### src/rtl/bram_buf_pkg.sv
// Shared frame-buffer geometry, slot encodings and scheduler states
// for the BRAM access scheduler and its helpers.
package bram_buf_pkg;
  localparam int BUFW     = 64;
  localparam int BUFH     = 64;
  localparam int WADDR    = $clog2(BUFW * BUFH);
  localparam int COL_BITS = $clog2(BUFW);
  localparam int RGB_W    = 12;
  localparam int ADDR_W   = 7;

  typedef enum logic [1:0] {
    SLOT_IDLE,
    SLOT_DISP,
    SLOT_CLR,
    SLOT_WR
  } slot_t;

  typedef enum logic {
    ST_IDLE,
    ST_CLEAR
  } state_t;
endpackage

### src/rtl/bram_access_sched_win_map.sv
// Display window test and screen-to-buffer coordinate mapping.
// Purely combinational so an overlay stage can reuse it.
module win_map
  import bram_buf_pkg::*;
#(
  parameter int SCALE_LOG2 = 2,
  parameter int X0         = 192,
  parameter int Y0         = 112
) (
  input  logic [9:0]        i_px_x,
  input  logic [9:0]        i_px_y,
  input  logic              i_px_active,
  output logic              o_in_win,
  output logic [ADDR_W-1:0] o_row,
  output logic [ADDR_W-1:0] o_col
);
  localparam logic [10:0] WIN_W = 11'(BUFW << SCALE_LOG2);
  localparam logic [10:0] WIN_H = 11'(BUFH << SCALE_LOG2);

  logic [10:0] w_dx;
  logic [10:0] w_dy;

  // 11-bit unsigned: anything left of / above the window wraps large
  assign w_dx = {1'b0, i_px_x} - 11'(X0);
  assign w_dy = {1'b0, i_px_y} - 11'(Y0);

  assign o_in_win = i_px_active && (w_dx < WIN_W) && (w_dy < WIN_H);
  assign o_row    = ADDR_W'(w_dy >> SCALE_LOG2);
  assign o_col    = ADDR_W'(w_dx >> SCALE_LOG2);
endmodule

### src/rtl/bram_access_sched.sv
// Fixed-priority scheduler for the frame buffer's single address port:
// display reads, then clear sweep, then single-pixel writes.
//
// state    | meaning
// ---------+-----------------------------------------------------
// ST_IDLE  | no sweep; free non-window slots go to the writer
// ST_CLEAR | sweeping clr_cnt over every address on free slots
module bram_access_sched
  import bram_buf_pkg::*;
#(
  parameter int SCALE_LOG2 = 2,
  parameter int X0         = 192,
  parameter int Y0         = 112
) (
  input  logic              clk,
  input  logic              resetn,
  input  logic [9:0]        px_x,
  input  logic [9:0]        px_y,
  input  logic              px_active,
  input  logic              clear_start,
  output logic              clear_busy,
  output logic              clear_done,
  input  logic              wr_req,
  input  logic [ADDR_W-1:0] wr_row,
  input  logic [ADDR_W-1:0] wr_col,
  output logic              wr_ack,
  output logic [ADDR_W-1:0] row,
  output logic [ADDR_W-1:0] col,
  output logic              we,
  input  logic [RGB_W-1:0]  rgb_in,
  output logic [RGB_W-1:0]  pix_rgb,
  output logic              pix_valid
);
  localparam logic [WADDR-1:0] CLR_LAST = WADDR'(BUFW * BUFH - 1);

  logic              w_in_win;
  logic [ADDR_W-1:0] w_disp_row;
  logic [ADDR_W-1:0] w_disp_col;
  slot_t             w_slot;
  state_t            r_state;
  logic [WADDR-1:0]  r_clr_cnt;
  logic              r_win_d1;
  logic              r_win_d2;

  win_map #(
    .SCALE_LOG2(SCALE_LOG2),
    .X0        (X0),
    .Y0        (Y0)
  ) u_win_map (
    .i_px_x     (px_x),
    .i_px_y     (px_y),
    .i_px_active(px_active),
    .o_in_win   (w_in_win),
    .o_row      (w_disp_row),
    .o_col      (w_disp_col)
  );

  // A request still high during its own ack cycle is the same request;
  // a clear_start cycle also withholds the slot so the sweep wins.
  always_comb begin
    w_slot = SLOT_IDLE;
    if (w_in_win)
      w_slot = SLOT_DISP;
    else if (r_state == ST_CLEAR)
      w_slot = SLOT_CLR;
    else if (wr_req && !wr_ack && !clear_start)
      w_slot = SLOT_WR;
  end

  always_ff @(posedge clk or negedge resetn) begin
    if (!resetn) begin
      r_state    <= ST_IDLE;
      r_clr_cnt  <= '0;
      r_win_d1   <= 1'b0;
      r_win_d2   <= 1'b0;
      row        <= '0;
      col        <= '0;
      we         <= 1'b0;
      wr_ack     <= 1'b0;
      clear_busy <= 1'b0;
      clear_done <= 1'b0;
      pix_rgb    <= '0;
      pix_valid  <= 1'b0;
    end else begin
      we         <= 1'b0;
      wr_ack     <= 1'b0;
      clear_done <= 1'b0;
      r_win_d1   <= w_in_win;
      r_win_d2   <= r_win_d1;
      pix_valid  <= r_win_d2;
      pix_rgb    <= r_win_d2 ? rgb_in : '0;

      case (w_slot)
        SLOT_DISP: begin
          row <= w_disp_row;
          col <= w_disp_col;
        end
        SLOT_CLR: begin
          row       <= ADDR_W'(r_clr_cnt >> COL_BITS);
          col       <= ADDR_W'(r_clr_cnt[COL_BITS-1:0]);
          we        <= 1'b1;
          r_clr_cnt <= r_clr_cnt + 1'b1;
          if (r_clr_cnt == CLR_LAST) begin
            r_state    <= ST_IDLE;
            clear_busy <= 1'b0;
            clear_done <= 1'b1;
          end
        end
        SLOT_WR: begin
          row    <= wr_row;
          col    <= wr_col;
          we     <= 1'b1;
          wr_ack <= 1'b1;
        end
        default: ;
      endcase

      if (r_state == ST_IDLE && clear_start) begin
        r_state    <= ST_CLEAR;
        r_clr_cnt  <= '0;
        clear_busy <= 1'b1;
      end
    end
  end
endmodule

### config.mk
export PLATFORM = sky130hd
export DESIGN_NAME = bram_access_sched
export DESIGN_NICKNAME = d
export VERILOG_FILES = /design/src/rtl/bram_buf_pkg.sv /design/src/rtl/bram_access_sched_win_map.sv /design/src/rtl/bram_access_sched.sv
export SDC_FILE = /design/constraint.sdc
export NUM_CORES = 1
export LEC_CHECK = 0
export ABC_AREA = 1
export CAP_MARGIN = 10
export CORE_MARGIN = 5
export CORE_UTILIZATION = 43
export CTS_BUF_LIST = sky130_fd_sc_hd__clkbuf_4
export CTS_CLUSTER_DIAMETER = 100
export DETAILED_ROUTE_END_ITERATION = 8
export DONT_BUFFER_PORTS = 1
export SKIP_LAST_GASP = 1
export SYNTH_ARGS = -nofsm -noshare
export SYNTH_HDL_FRONTEND = slang
export SYNTH_SLANG_ARGS = --single-unit
### constraint.sdc
create_clock -name clk -period 4.16 [get_ports clk]
set_clock_uncertainty 0.2 [all_clocks]
set_input_delay 1.248 -clock clk [delete_from_list [all_inputs] [get_ports clk]]
set_output_delay 1.248 -clock clk [all_outputs]
set_load 0.1 [all_outputs]
# After elaboration in Yosys (flattened, before gate mapping)
# Index checks and enable logic that the tools add are counted.
# totals
inputBits	51
output_inout_bits	31
latchBits	0
mem_count	0
reg_bits	45
mem_bits_ro	0
word_cells	48
mem_bits_rw	0
# classes
shifts	0
mux	15
div_mod_pow	0
magnitude_cmp	2
reduce_logical	12
bitwise	1
n_addsub	3
n_eq_ne	4
n_mul	0
# ops
cell	count
$pmux 7 s3	2
$mux 12	3
$lt 11x9->1 const B	2
$add 12x1->12 const B	1
$eq 12x12->1 const B	1
$sub 10x7->11 const B	1
$sub 10x8->11 const B	1
$mux 1	7
$mux 2	3
$logic_and 1x1->1	5
$eq 2x2->1 const B	2
$reduce_bool 2->1	2
$reduce_bool 3->1	1
$eq 2x1->1 const B	1
$logic_not 1->1	2
$reduce_and 2->1	1
$reduce_or 2->1	1
$not 1->1	1

# Longest topological paths before layout
# depth
ltp_word	9
mapped_depth	13
ltp_nobuf	12

# Hierarchy
# A second synthesis with hierarchy kept.
# unflattened
hier_cells	299
hier_area_um2	2337.2
# modules_own_cells
mod	seq_area_each_um2	cells_per_inst	area_each_um2	n_inst
bram_access_sched	1126.1	260	2118.3	1
win_map	0.0	39	219.0	1

# Worst setup path after synthesis
# OpenSTA, ideal clock, no wires.
# synth_timing
path_type	input-to-reg
from	input port px_y[4]
to	register col[5]
arrival_ns	2.439
t_required_ns	3.839
cell_stages	12
n_path_buf	1
setup_ns	0.121
path_slack_ns	1.400
path_cell_list	ha_1 -> nand2_2 -> nand2_1 -> nand2_1 -> nand2_1 -> nor2_1 -> nand3_4 -> buf_4 -> nand3_1 -> nand2_1 -> nor2_1 -> nor2_1
# synth_via
elab_chain_len	6
word_cells_on_any_way	9
classes_between	1 x add/sub; 1 x order compare; 3 x eq/ne; 2 x mux; 2 x reduce/logical
# synth_lines
element	line_no	source
start, declared	bram_access_sched.sv:18	input logic [9:0] px_y,
$sub 10x7->11 *	bram_access_sched_win_map.sv:25	assign w_dy = {1'b0, i_px_y} - 11'(Y0);
$lt 11x9->1 *	bram_access_sched_win_map.sv:27	assign o_in_win = i_px_active && (w_dx < WIN_W) && (w_dy < WIN_H);
$logic_and 1x1->1 *	bram_access_sched_win_map.sv:27	
$mux 2 *	bram_access_sched.sv:62	if (w_in_win)
$eq 2x2->1 or $eq 2x1->1 (tied branches)	bram_access_sched.sv:93	case (w_slot)
$pmux 7 s3 or $reduce_bool 3->1 (tied branches)	--	
end signal, assigned	bram_access_sched.sv:96	col <= w_disp_col;
end signal, assigned	bram_access_sched.sv:100	col <= ADDR_W'(r_clr_cnt[COL_BITS-1:0]);
end signal, assigned	bram_access_sched.sv:111	col <= wr_col;
end, declared	bram_access_sched.sv:28	output logic [ADDR_W-1:0] col,
# Mark *: on every way between the ends. The rest lies on a longest branch, timed or not.
# A chain may end at the register's enable or synchronous reset.

==> flow_summary.toml <==
[detailed_routing]
dr.pass1.iters = 4
vias = 1834
via_per_inst = 4.80
wl_um = 5220
drc = 0
antenna_left = 0
wire_per_inst_um = 13.7
drt_iter0_drc = 107

[pwr]
combPwrFrac = 0.250
p_leak_nw = 1.38
clockPowerShare = 0.115
vdd_ir_drop_max_v = 0.000399
p_per_area_nw_per_um2 = 721
p_sw_mw = 1.03
intPower_mw = 0.751
seqPwrFrac = 0.636
p_sw_frac = 0.578

[clocking]
cts-buffers-inserted = 5
clockBufferDepth = 2
path_clk_slew_ns = 0.13
cts_resized = 0
clock_latency_ns = 0.34
cts_tree = "done"
hold_buffers = 0
cts_root_buffer = "clkbuf_4"
cts_sinks = 45
post_cts_buffers = 0
htreeDepth = 2

[layout]
drive_above_1_share = 0.0710
seq_area_um2 = 1130
fillCellCount = 553
diodes = 0
design_area_um2 = 2470
syn2layout_area_growth_pct = 3.52
final_util = 0.454
fin_cells = 382
layout.nets = 363
multi_input_area_um2 = 1040

[synth]
synth_fp_nets = 365
ys_seq_area_frac = 0.472
synth_area_leaders = "dfrtp_1, nand2_1, nor2_1"
synth-async-reset-ratio = 1.00
netlist.area_leader.share = 0.472
syn-cell-area_um2 = 2380
synth_common_cells = "nand2_1, nor2_1, dfrtp_1, inv_1, nand3_1"
yosys_warnings = 0
synth-seq-cells = 45
postSynthAreaPerCell_um2 = 7.66
synthFlopType = "dfrtp_1"
synth_edf_count = 0
postSynthCellCount = 311
synth_cell_types = 29
synth_largest_area_cell = "dfrtp_1"
yosysMostFrequentCell = "nand2_1"

[status]
status = "finished clean"

[floorplanning]
row_count = 27
die-height_um = 84.5
dieArea_um2 = 7130
io_pins = 82
start_util = 0.438
coreArea_um2 = 5440
die_w_um = 84.5

[setup_path]
worstReg2RegStart = "wr_ack"
r2r_cells = 6
endpoint_kind = "output port"
crit_type = "register to output port"
critPathLaunchType = "register"
crit_start = "r_state"
cp_slowest_cell = "dfrtp_1"
r2r-end = "col[2]"
crit_buf_inv = 1
reg2reg_slack_ns = 1.74
cp_top_family = "flip-flops"
path_cells = "buf_4"
max_stage_delay_ns = 0.80
cp.depth = 1
cp.arrival_ns = 1.55
required_ns = 2.71
crit_fanout = 19
crit_path_end = "clear_busy"

[timing]
timing.fmax_ghz = 0.333
maxSlewHeadroom = 0.390
worst_pin_slew_ns = 0.914
tns_ns = 0
hold_viol = 0
drv_slew = 0
period_share = 0.721
setup-violations-final = 0
timing.final.crit_period_ns = 3.00
rsz0062_at_grt = "no"

[global_route]
overflow = 0
gr-usage-all-layers = 0.149
grt_pass1_wl_um = 8580
antenna_found_initial = 0
grt_max_degree = 46
grt_pass1_vias = 1739

[placement]
gp_congestion = 0.862
io_buffers = 0
post_dp_cell_area_um2 = 2410
dp_cells = 374
dp_hpwl_um = 3990

[worst_hold_path]
hp-start = "r_win_d1"
hold_class = "register to register"

[run]
drv_cap = 0
worst reg2reg max path, delay by kind of cell (launching register included):
kind             cells  cell delay, ns
AND/OR/NAND/NOR      6            1.40
flip-flops           1            0.76
layer usage:
| layer | track usage | part of all wire | up-vias | routed length, um |
|---|---|---|---|---|
| li1 | - | - | 956 | - |
| met3 | 0.0432 | 0.060 | 8 | 312 |
| met4 | 0.0403 | 0.015 | 0 | 78 |
| met1 | 0.188 | 0.43 | 830 | 2270 |
| met5 | 0 | 0 | - | 0 |
| met2 | 0.250 | 0.49 | 40 | 2560 |
registers in the layout (all words and copies together), names as in the netlist:
name        flops
clear_done      1
pix_valid       1
col             7
r_clr_cnt      12
pix_rgb        12
row             7
r_win_d2        1
r_win_d1        1
wr_ack          1
r_state         1
we              1
through the flow:
step / hold WS [ns] / power, mW / setup slack, ns
after floorplan: 0.131 / 1.51 / 1.40
after global placement: 0.133 / 1.58 / 1.06
after detailed placement: 0.135 / 1.59 / 1.04
after CTS: 0.165 / 1.80 / 1.13
after global routing: 0.168 / 1.90 / 1.05
final: 0.162 / 1.78 / 1.16
cell families (layout without fill, tap and decap cells):
group | count (synthesis) | after routing | share of synthesized area
fa+ha+maj | 3 | 3 | 0.0157
buf+inv | 48 | 47 | 0.0898
flops | 45 | 45 | 0.472
compound gates | 13 | 13 | 0.0304
xor+xnor | 10 | 10 | 0.0367
simple gates | 192 | 192 | 0.355
cells in the final DEF, fill, tap and decap left out:
cell type	count
nor2_1	46
clkinv_2	2
o21ai_1	4
clkbuf_4	6
xor2_1	8
a21oi_1	1
nand4_1	3
ha_1	3
nor2_2	2
xnor2_1	2
nand2_1	94
inv_4	1
nand3_4	1
nand3_1	32
dfrtp_1	45
a31o_2	1
nand2_2	2
nor3_1	4
nand2_4	4
inv_1	37
nor3_2	1
nand3_2	1
o21ai_0	4
o22ai_1	3
nor4_1	1
nand3b_1	1
buf_4	1
power groups by stage:
stage                     combinational, mW  sequential [mW]  clock [mW]
after floorplan                       0.388             1.12           0
after global placement                0.441             1.14           0
after detailed placement              0.451             1.14           0
after CTS                             0.452             1.13       0.218
after global routing                  0.512             1.15       0.236
final                                 0.444             1.13       0.204
area by class of cell:
cell class	count	share of cell area
clock buffer	6	0.0183
timing repair buffer	1	0.00304
inverter	38	0.0588
tap	72	0.0365
multi-input combinational	218	0.423
clock inverter	2	0.00406
sequential	45	0.456
worst min path at each step:
stage	endpoint	cells after the start
after detailed placement	r_win_d2	0
after CTS	r_win_d2	0
after global routing	r_win_d2	0
after global placement	r_win_d2	0
after floorplan	r_win_d2	0
final	r_win_d2	0
(Power assumes the default switching activity.)
